===== config.mk =====
export PLATFORM = sky130hd
export DESIGN_NAME = sprite_pixel_fetch
export DESIGN_NICKNAME = d
export VERILOG_FILES = /design/src/rtl/sprite_pixel_fetch.sv
export SDC_FILE = /design/constraint.sdc
export NUM_CORES = 1
export LEC_CHECK = 0
export ABC_AREA = 1
export CAP_MARGIN = 0
export CORE_AREA = 8 8 83 114
export DETAILED_ROUTE_END_ITERATION = 6
export DIE_AREA = 0 0 91 122
export PLACE_DENSITY_LB_ADDON = 0.12
export SLEW_MARGIN = 10
export SYNTH_ARGS = -nofsm -noshare
export SYNTH_HDL_FRONTEND = slang
export SYNTH_SLANG_ARGS = --single-unit

===== constraint.sdc =====
create_clock -name clk -period 1.35 [get_ports clk]
set_clock_uncertainty 0.05 [all_clocks]
set_input_delay 0.27 -clock clk [delete_from_list [all_inputs] [get_ports clk]]
set_output_delay 0.27 -clock clk [all_outputs]
set_load 0.02 [all_outputs]

===== src/rtl/sprite_pixel_fetch.sv =====
`default_nettype none
// ============================================================================
// Module   : sprite_pixel_fetch
// Brief    : Turns arbiter sprite hits into registered VGA colour through a
//            sprite ROM, with transparency, blanking and sync alignment.
// Revision : 1.0 - initial release
// ============================================================================
module sprite_pixel_fetch #(
    parameter int          ELEMENT      = 5,
    parameter int          SPRITE_WORDS = 400,
    parameter int          NUM_SPRITES  = 31,
    parameter int          MEM_AW       = 14,
    parameter logic [8:0]  TRANSPARENT  = 9'h1FF,
    parameter logic [8:0]  BACKGROUND   = 9'h000
) (
    input  logic                clk,
    input  logic                reset,
    input  logic                active,
    input  logic                h_sync_in,
    input  logic                v_sync_in,
    input  logic                ready,
    input  logic [ELEMENT-1:0]  element,
    input  logic [9:0]          address,
    output logic [MEM_AW-1:0]   mem_addr,
    input  logic [8:0]          mem_data,
    output logic [8:0]          rgb,
    output logic                h_sync,
    output logic                v_sync,
    output logic                bad_sprite,
    output logic [7:0]          err_count
);

    localparam logic [31:0] c_MAX_ELEMENT = NUM_SPRITES;
    localparam logic [31:0] c_WORDS       = SPRITE_WORDS;

    logic              w_hit;
    logic              w_bad_element;
    logic              w_bad_address;
    logic              w_illegal;
    logic [MEM_AW-1:0] w_sum;

    logic r_act1, r_hit1, r_ill1, r_hs1, r_vs1;
    logic r_act2, r_hit2, r_ill2, r_hs2, r_vs2;

    assign w_hit         = ready & active;
    assign w_bad_element = (32'(element) == 32'd0) || (32'(element) > c_MAX_ELEMENT);
    assign w_bad_address = (32'(address) >= c_WORDS);
    assign w_illegal     = w_hit & (w_bad_element | w_bad_address);
    // Product kept at ROM address width; the sum wraps at MEM_AW bits.
    assign w_sum = (MEM_AW'(element) * MEM_AW'(SPRITE_WORDS)) + MEM_AW'(address);

    // Stage 1: qualify the hit and form the ROM address.
    always_ff @(posedge clk or negedge reset) begin
        if (!reset) begin
            r_act1   <= 1'b0;
            r_hit1   <= 1'b0;
            r_ill1   <= 1'b0;
            r_hs1    <= 1'b1;
            r_vs1    <= 1'b1;
            mem_addr <= '0;
        end else begin
            r_act1   <= active;
            r_hit1   <= w_hit & ~w_illegal;
            r_ill1   <= w_illegal;
            r_hs1    <= h_sync_in;
            r_vs1    <= v_sync_in;
            mem_addr <= w_illegal ? '0 : w_sum;
        end
    end

    // Stage 2: flags ride alongside the ROM's internal read register.
    always_ff @(posedge clk or negedge reset) begin
        if (!reset) begin
            r_act2 <= 1'b0;
            r_hit2 <= 1'b0;
            r_ill2 <= 1'b0;
            r_hs2  <= 1'b1;
            r_vs2  <= 1'b1;
        end else begin
            r_act2 <= r_act1;
            r_hit2 <= r_hit1;
            r_ill2 <= r_ill1;
            r_hs2  <= r_hs1;
            r_vs2  <= r_vs1;
        end
    end

    // Stage 3: blanking beats everything, then miss/transparent to background.
    always_ff @(posedge clk or negedge reset) begin
        if (!reset) begin
            rgb        <= 9'h000;
            h_sync     <= 1'b1;
            v_sync     <= 1'b1;
            bad_sprite <= 1'b0;
            err_count  <= 8'd0;
        end else begin
            if (!r_act2)
                rgb <= 9'h000;
            else if (!r_hit2 || (mem_data == TRANSPARENT))
                rgb <= BACKGROUND;
            else
                rgb <= mem_data;
            h_sync     <= r_hs2;
            v_sync     <= r_vs2;
            bad_sprite <= r_ill2;
            if (r_ill2 && (err_count != 8'hFF))
                err_count <= err_count + 8'd1;
        end
    end

endmodule
`default_nettype wire


==> results of run 1 <==
-- final timing paths --
| kind | from | endpoint | slack, ns | cells after the start |
|---|---|---|---|---|
| min in group asynchronous | reset | mem_addr[3] | 0.41 | 3 |
| max in group asynchronous | reset | h_sync | 0.47 | 3 |
| worst min-delay path | r_ill1 | r_ill2 | 0.30 | 0 |
| worst min register to register | r_ill1 | r_ill2 | 0.30 | 0 |
| worst max register to register | err_count[1] | err_count[1] | -0.12 | 6 |
| worst max-delay path | element[0] | mem_addr[12] | -0.99 | 17 |
-- timing repair --
action,4_1_cts,5_1_grt
pin swaps,24,20
setup buffers,11,4
gates resized for setup,108,35
endpoints found under the setup margin,57,30
hold buffers,1,0
gates cloned,0,0
hold endpoints to repair,38,0
-- synth_stat cells (all sizes together) --
cell | n | share of area [%]
a21oi | 5 | 1.1
a31o | 1 | 0.39
a31oi | 1 | 0.28
clkbuf | 1 | 0.17
dfrtp | 38 | 42
dfstp | 6 | 7.0
fa | 2 | 1.8
ha | 25 | 14
inv | 32 | 5.3
mux2 | 3 | 1.5
nand2 | 42 | 7.5
nand3 | 13 | 3.8
nand3b | 1 | 0.33
nand4 | 5 | 1.4
nor2 | 30 | 5.2
nor3 | 1 | 0.22
nor3b | 1 | 0.33
o21a | 1 | 0.33
o21ai | 3 | 0.66
o21bai | 1 | 0.83
o31ai | 1 | 0.55
or2 | 1 | 0.28
xnor2 | 4 | 1.5
xor2 | 8 | 3.8
-- area by class of cell --
| type | count | area share, % |
|---|---|---|
| well taps | 100 | 3.26 |
| flip-flops and latches | 44 | 28.9 |
| clock buffers | 6 | 1.89 |
| clock inverters | 2 | 1.56 |
| multi-input cells | 149 | 34.9 |
| inverters | 32 | 3.58 |
| repair buffers | 115 | 25.9 |
-- power groups by stage --
stage	Combinational, mW	Sequential [mW]	Clock (mW)
2_1_floorplan	0.658	1.86	0
4_1_cts	1.95	1.62	1.21
3_5_place_dp	1.75	1.64	0
5_1_grt	2.17	1.64	1.25
6_report	1.97	1.62	1.17
3_3_place_gp	1.73	1.64	0
-- metal layers --
metal	routed length, µm	vias to the layer above	part of all wire (%)
met2	3120	56	54
met4	151	0	2.6
met1	2180	903	38
met5	0	-	0
met3	302	10	5.2
li1	-	955	-
-- cells by family after synthesis --
logic type,share of synthesized area (%)
buf+inv,5.47
fa+ha+maj,15.6
simple gates,19.0
mux,1.49
xor+xnor,5.31
compound gates,4.15
flops,49.0
-- worst max-delay path: cells and delay by family --
family	cells	cell delay, ns
adder cells (fa/ha/maj)	5	1.40
AND/OR/NAND/NOR	8	0.56
buffers and inverters	4	0.29
-- cells in the final DEF, fill, tap and decap left out, types with 5 or more instances in the layout --
master	Yosys	routed
buf_4	0	45
dfrtp_1	38	36
nand2_1	39	34
dlygate4sd2_1	0	27
inv_1	31	26
nor2_1	28	23
clkdlybuf4s50_1	0	20
ha_4	0	14
buf_6	0	10
nand2_2	2	7
ha_1	25	7
xor2_1	6	6
nand3_1	9	6
dfstp_2	6	6
nand4_1	5	5
a21oi_1	5	5
clkbuf_8	0	5
==> summary.md, run 1 <==
| Metric | Value |
|---|---|
| Status | `complete, but fails checks` |
| Failing checks | `setup timing` |
| Crit-path cells | `buf_4 -> inv_4 -> ha_4 -> ha_4 -> ha_4 -> fa_1 -> ha_4 -> nand2_2 -> inv_2 -> nand4_1 -> nand3_2 -> nand2_2 -> inv_2 -> nand2_2 -> nand2_1 -> nand2_1 -> nor2_1` |
| Post-Syn Instances | `226` |
| CTS max path bufs | `2` |
| WL/cell | `roughly 13 µm` |
| Total Power | `4.75 mW` |
| Top flop regs | `mem_addr (14), rgb (9), err_count (8)` |
| Vias per cell | `4.29` |
| Clock root buffer | `clkbuf_8` |
| Core ar. | `roughly 7700 µm²` |
| Fraction of layout cells with a size suffix above 1 | `between 30% and 40%` |
| RSZ-0062 raised after global routing | `yes` |
| Top cell by count, worst path | `ha_4` |
| Actual slew at the worst max-slew pin | `~0.36 ns` |
| GRT met1 Usage | `10.4%` |
| Area of the multi-input gates | `1340 µm²` |
| Total global routing overflow | `0` |
| Largest Register | `mem_addr` |
| CP required | `1.52 ns` |
| Max incr delay on CP | `between 0.4 and 0.5 ns` |
| Crit start category | `primary input` |
| Comb power frac | `between 40% and 50%` |
| Setup slack at placement | `-1.85 ns` |
| Placed Cells | `roughly 430` |
| Min cycle time layout | `roughly 2.3 ns` |
| Rows | `38` |
| Seq/Total Area, Yosys | `between 40% and 50%` |
| Port bufs | `63` |
| First-pass GRT wire length | `between 9 and 10 mm` |
| Vias in the first global route | `approximately 2.1k` |
| Most Used Layer, Global Route | `met2` |
| Sequential cell area | `roughly 1100 µm²` |
| Num CTS Buffers | `5` |
| VDD IR max | `roughly 520 µV` |
| Clk sinks | `44` |
| Sw Pwr | `around 1.5 mW` |
| Layout fillers | `approximately 740` |
| WS Path Type | `primary input to flop` |
| Pwr/cell area | `roughly 1200 nW/µm²` |
| Yosys Warn Count | `0` |
| Max FFs per register | `14` |
| Worst skew pair latency | `between 0.2 and 0.3 ns` |
| Drt pass-1 iters | `4` |
| Sw Share | `around a third` |
| Period utilisation layout | `173%` |
| Setup-failing EPs final | `17` |
| Worst hold slack | `a little under 0.3 ns` |
| Clk pwr share | `24.5%` |
| Critical path peak fanout | `4` |
| Routed via count | `between 1.5k and 2k` |
| Largest net degree at the start of global routing | `30` |
| Fin area | `just under 4000 µm²` |
| Routability cong. | `0.785` |
| Num ports | `64` |
| Final HPWL DP | `around 4.5 mm` |
| Die area | `between 10,000 and 15,000 µm²` |
| Grt met2 use | `21.1%` |
| Clock H-tree levels | `2` |
| Total wire length | `around 5.8 mm` |
| Synth Register Bits | `44` |
| Final number of max-transition violations | `0` |
| Initial Util | `between 20% and 30%` |
| Sequential Power Share | `between 30 and 40%` |
| Setup ws final | `-0.985 ns` |
| Initial DRC Count | `37` |
| Die X-Extent | `between 90 and 100 µm` |
| CP endpoint kind | `flop` |
| Fmax | `0.428 GHz` |
| Grt met3 use | `around 2.4%` |
| Post-route antenna net violation count | `0` |
| Int Pwr | `about 3.3 mW` |
| Ant diodes | `0` |
| Die Y | `122 µm` |
| Synth Net Count | `approximately 280` |
| Dpl cell area | `around 3500 µm²` |
| # DRC | `0` |
| Final net count | `around 400` |
| CTS tree | `built` |
| Final design utilization | `49.9%` |
| GR Util All Layers | `between 10% and 20%` |
| P_leak | `1.89 nW` |
| Clk slew on worst S/H paths | `0.08 ns` |
| Setup TNS | `-5.48 ns` |
| Critical Path Slowest Stage Cell | `fa_1` |
| Fin cells | `between 400 and 500` |
| Fin. Hold Viols | `0` |
| Max-cap violations | `0` |
| Synth-to-layout area growth | `69.8%` |
| Syn Std Cell Area | `2260 µm²` |
| Hold Crit Class | `flop to flop` |
| Post-Syn Area per Cell | `around 10 µm²` |
| Unique cell type count in the Yosys netlist | `30` |
| CP arrival | `2.51 ns` |
| Antenna violations before repair | `0` |
| Slew margin rel. | `around three quarters` |
(Power assumes the default switching activity.)
==> inputs of run 2 (changes only) <==
GPL_TIMING_DRIVEN = 0   (was default)
==> summary.md, run 2 (synthesis results as in run 1) <==
| Metric | Value |
|---|---|
| Die area | `approximately 11,000 µm²` |
| Initial Util | `29.4%` |
| Fin cells | `420` |
| Clock H-tree levels | `2` |
| Sw Share | `about a third` |
| Sequential Power Share | `approximately 39%` |
| Layout fillers | `about 770` |
| CP endpoint kind | `flop` |
| Status | `complete, but fails checks` |
| Clk sinks | `44` |
| Clk slew on worst S/H paths | `~0.08 ns` |
| Most frequent cells in the layout | `nand2_1, dfrtp_1, dlygate4sd2_1, inv_1, nor2_1` |
| Sequential cell area | `about 1100 µm²` |
| Setup-failing EPs final | `10` |
| Commonest non-fill, non-tap cell in the layout | `nand2_1` |
| Die Y | `~120 µm` |
| Rows | `38` |
| RSZ-0062 raised after global routing | `yes` |
| Fraction of layout cells with a size suffix above 1 | `approximately a third` |
| Setup ws final | `-0.981 ns` |
| # DRC | `0` |
| Total Power | `slightly above 4 mW` |
| GRT met1 Usage | `10.8%` |
| Largest net degree at the start of global routing | `29` |
| Fmax | `0.429 GHz` |
| CP required | `~1.5 ns` |
| Sw Pwr | `1.44 mW` |
| Max FFs per register | `14` |
| CTS max path bufs | `2` |
| Pwr/cell area | `1170 nW/µm²` |
| Placed Cells | `just under 400` |
| CTS tree | `built` |
| Final HPWL DP | `4.13 mm` |
| Total wire length | `around 5.4 mm` |
| Vias in the first global route | `just under 2k` |
| Fin. Hold Viols | `0` |
| WL/cell | `around 13 µm` |
| Max-cap violations | `0` |
| Period utilisation layout | `173%` |
| Vias per cell | `between 4 and 5` |
| Drt pass-1 iters | `4` |
| Die X-Extent | `~91 µm` |
| GR Util All Layers | `between 10% and 20%` |
| Clock root buffer | `clkbuf_8` |
| Largest Register | `mem_addr` |
| Worst skew pair latency | `between 0.2 and 0.3 ns` |
| Final net count | `376` |
| Total global routing overflow | `0` |
| Post-route antenna net violation count | `0` |
| Initial DRC Count | `40` |
| First-pass GRT wire length | `9.05 mm` |
| Most Used Layer, Global Route | `met2` |
| VDD IR max | `~500 µV` |
| Synth-to-layout area growth | `56.2%` |
| Num CTS Buffers | `5` |
| Port bufs | `between 60 and 70` |
| Routability cong. | `approximately 0.71` |
| Failing checks | `setup timing` |
| Hold Crit Class | `flop to flop` |
| Int Pwr | `around 2.7 mW` |
| Slew margin rel. | `73.1%` |
| Critical path peak fanout | `4` |
| Clk pwr share | `roughly a fifth` |
| Num ports | `64` |
| Area of the multi-input gates | `around 1300 µm²` |
| Routed via count | `1,824` |
| Ant diodes | `0` |
| Crit start category | `primary input` |
| Actual slew at the worst max-slew pin | `just over 0.4 ns` |
| Final design utilization | `between 40% and 50%` |
| CP arrival | `~2.5 ns` |
| Antenna violations before repair | `0` |
| Grt met2 use | `18.5%` |
| Final number of max-transition violations | `0` |
| WS Path Type | `primary input to flop` |
| Grt met3 use | `~2.8%` |
| P_leak | `around 1.7 nW` |
| Comb power frac | `42.2%` |
| Min cycle time layout | `about 2.3 ns` |
| Top flop regs | `mem_addr (14), rgb (9), err_count (8)` |
| Core ar. | `7700 µm²` |
==> run 2: final cells by class <==
class / count / area share [%]
tap: 100 / 3.54
sequential: 44 / 31.5
buffer: 1 / 0.106
clock inverter: 1 / 0.142
multi-input combinational: 149 / 36.9
timing repair inverter: 1 / 0.212
timing repair buffer: 85 / 21.5
clock buffer: 7 / 2.16
inverter: 32 / 3.89
==> run 2: repair_timing <==
| action | in CTS | in global routing |
|---|---|---|
| hold buffers | 1 | 0 |
| cloned | 1 | 0 |
| endpoints found under the hold margin | 10 | 0 |
| pin swaps | 19 | 13 |
| buffers inserted | 15 | 6 |
| gates resized for setup | 110 | 29 |
| endpoints found under the setup margin | 64 | 33 |
==> run 2: routing by layer <==
metal / vias up / share of wire, %
met3: 7 / 5.9
met4: 0 / 2.0
met5: - / 0
li1: 900 / -
met1: 867 / 39
met2: 50 / 53
==> run 2: worst max-delay path, cell delays in order <==
cell,delay [ns]
buf_12,0.10
inv_12,0.03
ha_4,0.26
ha_4,0.20
ha_4,0.16
fa_1,0.55
ha_4,0.23
a21oi_1,0.17
nand3_2,0.12
buf_4,0.14
o21ai_0,0.14
nor2_1,0.07
==> run 2: power groups by stage <==
stage	sequential, mW	clock, mW	combinational, mW
detailed placement	1.66	0	1.51
global route	1.64	0.886	1.92
finish	1.62	0.775	1.75
floorplan	1.86	0	0.658
CTS	1.61	0.824	1.65
global placement	1.66	0	1.48
==> run 2: per-stage QoR <==
| stage | setup TNS (ns) | setup slack (ns) | hold slack (ns) | cell area (µm²) |
|---|---|---|---|---|
| floorplan | -5.60 | -1.08 | -0.0756 | 2380 |
| global placement | -74.29 | -2.05 | 0.281 | 3140 |
| detailed placement | -22.66 | -2.06 | 0.169 | 3150 |
| CTS | -4.81 | -0.971 | 0.291 | 3450 |
| global route | -5.59 | -1.06 | 0.300 | 3540 |
| finish | -4.83 | -0.981 | 0.294 | 3540 |
==> run 2: final timing paths <==
kind | from | to | slack [ns] | depth (start not counted)
min reg2reg | r_ill1 | r_ill2 | 0.29 | 0
max in group asynchronous | reset | mem_addr[11] | 0.38 | 3
max reg2reg | err_count[0] | err_count[1] | -0.09 | 6
max | element[1] | mem_addr[10] | -0.98 | 12
min | r_ill1 | r_ill2 | 0.29 | 0
min in group asynchronous | reset | mem_addr[2] | 0.38 | 2
